`src/rtl/hazard_ctrl_pkg.sv`:
```
// Shared definitions for the hazard controller: forward-select encodings,
// operand-use sentinel and the E/M/W stage-record layout.
package hazard_ctrl_pkg;

  // D-stage forward selects
  localparam logic [1:0] FWD_RF    = 2'd0;
  localparam logic [1:0] FWD_E     = 2'd1;
  localparam logic [1:0] FWD_M     = 2'd2;
  // E-stage forward selects
  localparam logic [1:0] FWD_LATCH = 2'd0;
  localparam logic [1:0] FWD_M_E   = 2'd1;
  localparam logic [1:0] FWD_W     = 2'd2;

  localparam logic [1:0] TUSE_NONE = 2'd3;

  typedef struct packed {
    logic [4:0] ra1;
    logic [4:0] ra2;
    logic [4:0] wa;
    logic [1:0] tnew;
  } stage_rec_t;

  localparam int STAGE_REC_W = $bits(stage_rec_t);

  localparam stage_rec_t BUBBLE = '0;

  // Moving one stage down brings the result one cycle closer; it never goes below zero.
  function automatic stage_rec_t ageRecord(input stage_rec_t rec);
    stage_rec_t aged;
    aged = rec;
    aged.tnew = (rec.tnew == 2'd0) ? 2'd0 : rec.tnew - 2'd1;
    return aged;
  endfunction

endpackage

```
`src/rtl/hazard_ctrl_match.sv`:
```
// Compares one source register against one in-flight stage record and reports
// whether it hits, whether the value is already available, and whether D must wait.
module hazard_match
  import hazard_ctrl_pkg::*;
(
  input  logic [4:0]             ra_i,
  input  logic [1:0]             tuse_i,
  input  logic [STAGE_REC_W-1:0] rec_i,
  output logic                   hit_o,
  output logic                   ready_o,
  output logic                   stall_req_o
);

  stage_rec_t rec;
  logic       unusedRec;

  assign rec = stage_rec_t'(rec_i);

  // Register 0 is hard-wired, so it never creates a dependency.
  assign hit_o       = (ra_i != 5'd0) && (rec.wa == ra_i);
  assign ready_o     = hit_o && (rec.tnew == 2'd0);
  assign stall_req_o = hit_o && (tuse_i != TUSE_NONE) && (rec.tnew > tuse_i);

  assign unusedRec = ^{rec.ra1, rec.ra2};

endmodule

```
`src/rtl/hazard_ctrl.sv`:
```
// Pipeline hazard controller: tracks E/M/W destination records, raises stall
// for operands needed before they exist and selects bypass sources for D and E.
module hazard_ctrl
  import hazard_ctrl_pkg::*;
(
  input  logic       clk,
  input  logic       reset,
  input  logic [4:0] ra1_d,
  input  logic [4:0] ra2_d,
  input  logic [1:0] tuse_rs_d,
  input  logic [1:0] tuse_rt_d,
  input  logic [4:0] wa_d,
  input  logic [1:0] tnew_d,
  output logic       stall,
  output logic [1:0] fwd_rs_d,
  output logic [1:0] fwd_rt_d,
  output logic [1:0] fwd_rs_e,
  output logic [1:0] fwd_rt_e,
  output logic [4:0] wa_w
);

  stage_rec_t recE_q, recM_q, recW_q;
  stage_rec_t recE_d, recM_d, recW_d;

  // D-stage index: 0 rs/E, 1 rs/M, 2 rt/E, 3 rt/M
  logic [3:0] dHit, dReady, dStallReq;
  // E-stage index: 0 rs/M, 1 rs/W, 2 rt/M, 3 rt/W
  logic [3:0] eHit, eReady, eStallReq;
  logic       unusedMatch;

  hazard_match uMatchRsE (.ra_i(ra1_d), .tuse_i(tuse_rs_d), .rec_i(recE_q),
    .hit_o(dHit[0]), .ready_o(dReady[0]), .stall_req_o(dStallReq[0]));
  hazard_match uMatchRsM (.ra_i(ra1_d), .tuse_i(tuse_rs_d), .rec_i(recM_q),
    .hit_o(dHit[1]), .ready_o(dReady[1]), .stall_req_o(dStallReq[1]));
  hazard_match uMatchRtE (.ra_i(ra2_d), .tuse_i(tuse_rt_d), .rec_i(recE_q),
    .hit_o(dHit[2]), .ready_o(dReady[2]), .stall_req_o(dStallReq[2]));
  hazard_match uMatchRtM (.ra_i(ra2_d), .tuse_i(tuse_rt_d), .rec_i(recM_q),
    .hit_o(dHit[3]), .ready_o(dReady[3]), .stall_req_o(dStallReq[3]));

  // E-stage operands are consumed this cycle, so stall requests from these are never raised.
  hazard_match uMatchErsM (.ra_i(recE_q.ra1), .tuse_i(TUSE_NONE), .rec_i(recM_q),
    .hit_o(eHit[0]), .ready_o(eReady[0]), .stall_req_o(eStallReq[0]));
  hazard_match uMatchErsW (.ra_i(recE_q.ra1), .tuse_i(TUSE_NONE), .rec_i(recW_q),
    .hit_o(eHit[1]), .ready_o(eReady[1]), .stall_req_o(eStallReq[1]));
  hazard_match uMatchErtM (.ra_i(recE_q.ra2), .tuse_i(TUSE_NONE), .rec_i(recM_q),
    .hit_o(eHit[2]), .ready_o(eReady[2]), .stall_req_o(eStallReq[2]));
  hazard_match uMatchErtW (.ra_i(recE_q.ra2), .tuse_i(TUSE_NONE), .rec_i(recW_q),
    .hit_o(eHit[3]), .ready_o(eReady[3]), .stall_req_o(eStallReq[3]));

  assign stall = |dStallReq;
  assign wa_w  = recW_q.wa;

  assign unusedMatch = ^{dHit, eHit[0], eHit[2], eReady[1], eReady[3], eStallReq};

  always_comb begin
    recE_d = BUBBLE;
    if (!stall) begin
      recE_d.ra1  = ra1_d;
      recE_d.ra2  = ra2_d;
      recE_d.wa   = wa_d;
      recE_d.tnew = tnew_d;
    end
    recM_d = ageRecord(recE_q);
    recW_d = ageRecord(recM_q);
  end

  always_ff @(posedge clk) begin
    if (!reset) begin
      recE_q <= BUBBLE;
      recM_q <= BUBBLE;
      recW_q <= BUBBLE;
    end else begin
      recE_q <= recE_d;
      recM_q <= recM_d;
      recW_q <= recW_d;
    end
  end

  // D prefers E over M; E prefers M over W, so the youngest producer wins in both.
  always_comb begin
    fwd_rs_d = FWD_RF;
    if (dReady[0])      fwd_rs_d = FWD_E;
    else if (dReady[1]) fwd_rs_d = FWD_M;

    fwd_rt_d = FWD_RF;
    if (dReady[2])      fwd_rt_d = FWD_E;
    else if (dReady[3]) fwd_rt_d = FWD_M;

    fwd_rs_e = FWD_LATCH;
    if (eReady[0])    fwd_rs_e = FWD_M_E;
    else if (eHit[1]) fwd_rs_e = FWD_W;

    fwd_rt_e = FWD_LATCH;
    if (eReady[2])    fwd_rt_e = FWD_M_E;
    else if (eHit[3]) fwd_rt_e = FWD_W;
  end

endmodule
```
`config.mk`:
```
export PLATFORM = sky130hd
export DESIGN_NAME = hazard_ctrl
export DESIGN_NICKNAME = d
export VERILOG_FILES = /design/src/rtl/hazard_ctrl_pkg.sv /design/src/rtl/hazard_ctrl_match.sv /design/src/rtl/hazard_ctrl.sv
export SDC_FILE = /design/constraint.sdc
export NUM_CORES = 1
export LEC_CHECK = 0
export ABC_AREA = 0
export BUFFER_PORTS_ARGS = -buffer_cell sky130_fd_sc_hd__buf_2
export CAP_MARGIN = 20
export CORE_MARGIN = 1
export CORE_UTILIZATION = 50
export CTS_BUF_LIST = sky130_fd_sc_hd__clkbuf_16
export CTS_CLUSTER_SIZE = 25
export DETAILED_ROUTE_END_ITERATION = 8
export GPL_ROUTABILITY_DRIVEN = 0
export PLACE_DENSITY = 0.82
export SETUP_SLACK_MARGIN = 0.5
export SLEW_MARGIN = 10
export SYNTH_ARGS = -nofsm -noshare
export SYNTH_HDL_FRONTEND = slang
export SYNTH_HIERARCHICAL = 1
export SYNTH_SLANG_ARGS = --single-unit
export TNS_END_PERCENT = 1
```
`constraint.sdc`:
```
create_clock -name clk -period 2.55 [get_ports clk]
set_clock_uncertainty 0.2 [all_clocks]
set_input_delay 0.1275 -clock clk [delete_from_list [all_inputs] [get_ports clk]]
set_output_delay 0.1275 -clock clk [all_outputs]
set_load 0.02 [all_outputs]
```
* After elaboration in Yosys (flattened, before gate mapping)
Index checks and enable logic that the tools add are counted. Widths: inputs -> output; s select.
Word-level totals: register bits after elaboration 29, latch bits 0, RAM bits 0, ROM bits 0, input bits 23, logic and storage cells 62, memories 0
Operators by class: add/subtract/negate cells 1, $mul 0, div/mod/pow operators 0, order comparisons 4, equality and inequality tests 10, shift operators 0, mux-type cells 8, bitwise operators 1, reductions and logical operators 31
Operators with widths (number):
- $eq 5x5->1 | 8
- $logic_and 1x1->1 | 22
- $reduce_bool 5->1 | 4
- $mux 2 | 8
- $gt 2x2->1 | 4
- $reduce_or 5->1 | 1
- $logic_not 2->1 | 2
- $ne 2x2->1 const B | 2
- $reduce_or 4->1 | 1
- $reduce_or 2->1 | 1
- $sub 2x1->2 const B | 1
- $not 1->1 | 1

* Depth between registers and ports, before layout
word-level depth 5, gate-level depth with buffers 9

* Modules after synthesis
Netlist, hierarchy kept.
Modules (own cells, without submodules):
- hazard_ctrl | times used 1, cells each 153, area each 1725.4 µm²
- hazard_match | times used 8, cells each 19, area each 135.1 µm²

* Least setup slack after synthesis
OpenSTA, ideal clock, no wires.
path type reg2out, start point reg recM_q[1] (netlist name), end point out stall, data arrival time 1.739 ns, data required time 2.223 ns, setup slack 0.483 ns, stages on the path, launching flop included 7, buffers on the path 1, cell sequence dfxtp_1 > ha_1 > nor2b_1 > o21ai_0 > nor3_1 > buf_2 > or4_1
On the way: longest elaborated chain between the ends 3, elaborated cells on any way between the ends 5, classes of those cells order compare: 2; reduce/logical: 3
RTL lines:
- from (decl) | line hazard_ctrl.sv:22 | stage_rec_t recE_q, recM_q, recW_q;
- from (signal assigned) | line hazard_ctrl.sv:74 | recM_q <= recM_d;
- $gt 2x2->1 | line hazard_ctrl_match.sv:22 | assign stall_req_o = hit_o && (tuse_i != TUSE_NONE) && (rec.tnew > tuse_i);
- $logic_and 1x1->1 | line hazard_ctrl_match.sv:22
- net dStallReq[1] | line hazard_ctrl.sv:26 | logic [3:0] dHit, dReady, dStallReq;
- $reduce_or 4->1 | line hazard_ctrl.sv:50 | assign stall = |dStallReq;
- to (decl) | line hazard_ctrl.sv:14 | output logic stall,
The timed path passes the listed nets, and every way through them passes these cells.

* Final worst setup path
start point reg recE_q[1] (netlist name), end point out stall
On the way: longest elaborated chain between the ends 3, elaborated cells on any way between the ends 5, classes of those cells order compare: 2; reduce/logical: 3
RTL lines:
- from (decl) | line hazard_ctrl.sv:22
- from (signal assigned) | line hazard_ctrl.sv:73 | recE_q <= recE_d;
- $gt 2x2->1 | line hazard_ctrl_match.sv:22
- $logic_and 1x1->1 | line hazard_ctrl_match.sv:22
- net dStallReq[2] | line hazard_ctrl.sv:26
- $reduce_or 4->1 | line hazard_ctrl.sv:50
The timed path passes the listed nets, and every way through them passes these cells.

==> flow_metrics.py <==
metrics = {
    "floorplanning": {
        "start_util": 0.5265,
        "core_area_um2": 3689,
        "io_pins": 37,
        "dieArea_um2": 4137,
        "num_rows": 22,
        "fp.dieW_um": 64.32,
        "fp.dieH_um": 64.32,
    },
    "power": {
        "powerDensity_nw_per_um2": 527.6,
        "leakagePower_nw": 1.013,
        "p_total_mw": 1.342,
        "ir_worst_vdd_mv": 0.3751,
    },
    "hold_path": {
        "worstHoldPathType": "in -> reg",
        "hold_start": "reset",
    },
    "critical_path": {
        "critPathKind": "reg -> out",
        "max_stage_delay_ns": 0.53,
        "cp-startpoint": "recE_q[1]",
        "arrival_ns": 1.89,
        "crit_chain": "ha_4 -> nor2b_1 -> o21ai_2 -> nor3_2 -> or4_4 -> buf_6",
        "cp-end-kind": "output port",
        "slowest_stage": "or4_4",
        "reg2reg_from": "recE_q[0]",
        "cp_top_family": "simple AND/OR/NAND/NOR gates",
        "start_kind": "flip-flop",
        "crit_fanout": 3,
        "cp.required_ns": 2.22,
        "cp.buffers_inverters": 1,
    },
    "sta": {
        "fmax_mhz": 451.5,
        "layout_setup_ws_ns": 0.3350,
        "finalCritPeriodShare": 0.8686,
        "tns_ns": 0,
        "rsz0062_at_grt": "true",
        "post-route-min-period_ns": 2.215,
        "max_slew_margin": 0.6348,
        "hold_viol": 0,
        "tightestPinTransition_ns": 0.5428,
        "setup_viol": 0,
        "slew_violations": 0,
    },
    "clock_network": {
        "clk_path_buf_depth": 2,
        "root_buffer": "clkbuf_16",
        "clock_sinks": 29,
        "htree_levels": 2,
        "cts_tree": "built",
        "clk-insertion-delay-late_ns": 0.28,
        "cts.clk_slew.worst_paths_ns": 0.05,
        "cts_made_buffers": 5,
    },
    "final_layout": {
        "layout_common_cells": "buf_2, xnor2_1, dfxtp_1, nand2b_1, dlygate4sd3_1",
        "area_growth_pct": 30.99,
        "diodes": 0,
        "final_util": 0.6896,
        "drive_above_1_share": 0.3545,
        "nets": 299,
        "final_common_cell": "buf_2",
    },
    "placed_design": {
        "hpwl_um": 3034,
        "port_buffers": 36,
        "preCtsSetupSlack_ns": 0.4333,
    },
    "drt": {
        "vias_per_cell": 5.468,
        "num_vias": 1728,
        "first_iter_violations": 37,
        "routed_wl_um": 4923,
        "ant_nets": 0,
        "post_drt_wl_per_cell_um": 15.58,
        "drt_first_pass_iters": 4,
        "drc": 0,
    },
    "logic_synthesis": {
        "avgSynthCellArea_um2": 8.990,
        "synth_area_um2": 1942,
        "syn_inst": 216,
        "synth_nets": 248,
        "yosysWarnings": 6,
    },
    "flow_run": {
        "cap_violations": 0,
    },
    "global_route": {
        "grt_start_max_net_pins": 18,
        "grt_first_pass_wirelength_um": 7990,
        "globalRoute.totalOverflow": 0,
        "grt_usage": 0.2624,
        "grt_antenna_before_repair": 0,
        "grt_pass1_vias": 1745,
    },
    "status": {
        "status": "complete, no violations",
    },
}
flip-flops by register name (all words and copies together), names as in the netlist:
name	flops
recE_q	17
recM_q	7
wa_w	5
metal layers:
layer	share of wire	wire length, um	GRT usage	up-vias
li1	-	-	-	844
met1	0.42	2088	0.2862	831
met2	0.52	2549	0.4553	44
met3	0.034	167	0.06607	9
met4	0.024	118	0.1528	0
met5	0	0	0	-
final cells by class:
type | count | area (um2)
clock buffers | 5 | 125.1
multi-input cells | 158 | 1276
flip-flops and latches | 29 | 595.6
repair buffers | 63 | 431.7
clock inverters | 3 | 17.52
inverters | 10 | 37.54
fillers | 284 | 1145
well taps | 48 | 60.06
worst reg2reg max path: stages, from the launching register on:
cell and delay [ns]:
dfxtp_4 0.35, inv_1 0.04, ha_1 0.27, a22oi_1 0.18
o21ai_2 0.10, nor3_2 0.23, buf_4 0.15, buf_4 0.24
nor4_1 0.11
through the flow:
| stage | instance area, um2 | cells | hold slack, ns |
|---|---|---|---|
| global placement | 2093 | 285 | 0.1647 |
| floorplan | 1942 | 216 | 0.06131 |
| detailed placement | 2093 | 285 | 0.1728 |
| global route | 2544 | 316 | 0.04057 |
| finish | 2544 | 316 | 0.02490 |
| CTS | 2511 | 315 | 0.02640 |
power breakdown:
group          internal (mW)  switching (mW)  leakage [nW]
combinational          0.140           0.134         0.701
sequential             0.478          0.0323         0.242
clock                  0.356           0.202        0.0696
final timing paths:
check                   end  slack [ns]  cells after the start
hold reg to reg   recM_q[4]        0.33                      1
hold / removal    recM_q[4]        0.02                      2
setup / recovery      stall        0.34                      6
setup reg to reg  recE_q[1]        0.55                      8
repair_timing:
action	4_1_cts	5_1_grt
gates resized for setup	19	4
pin swaps	5	5
buffers inserted	5	1
endpoints found under the hold margin	17	0
endpoints found under the setup margin	2	23
hold buffers	17	0
No activity file was read; power rests on OpenSTA's default activity.
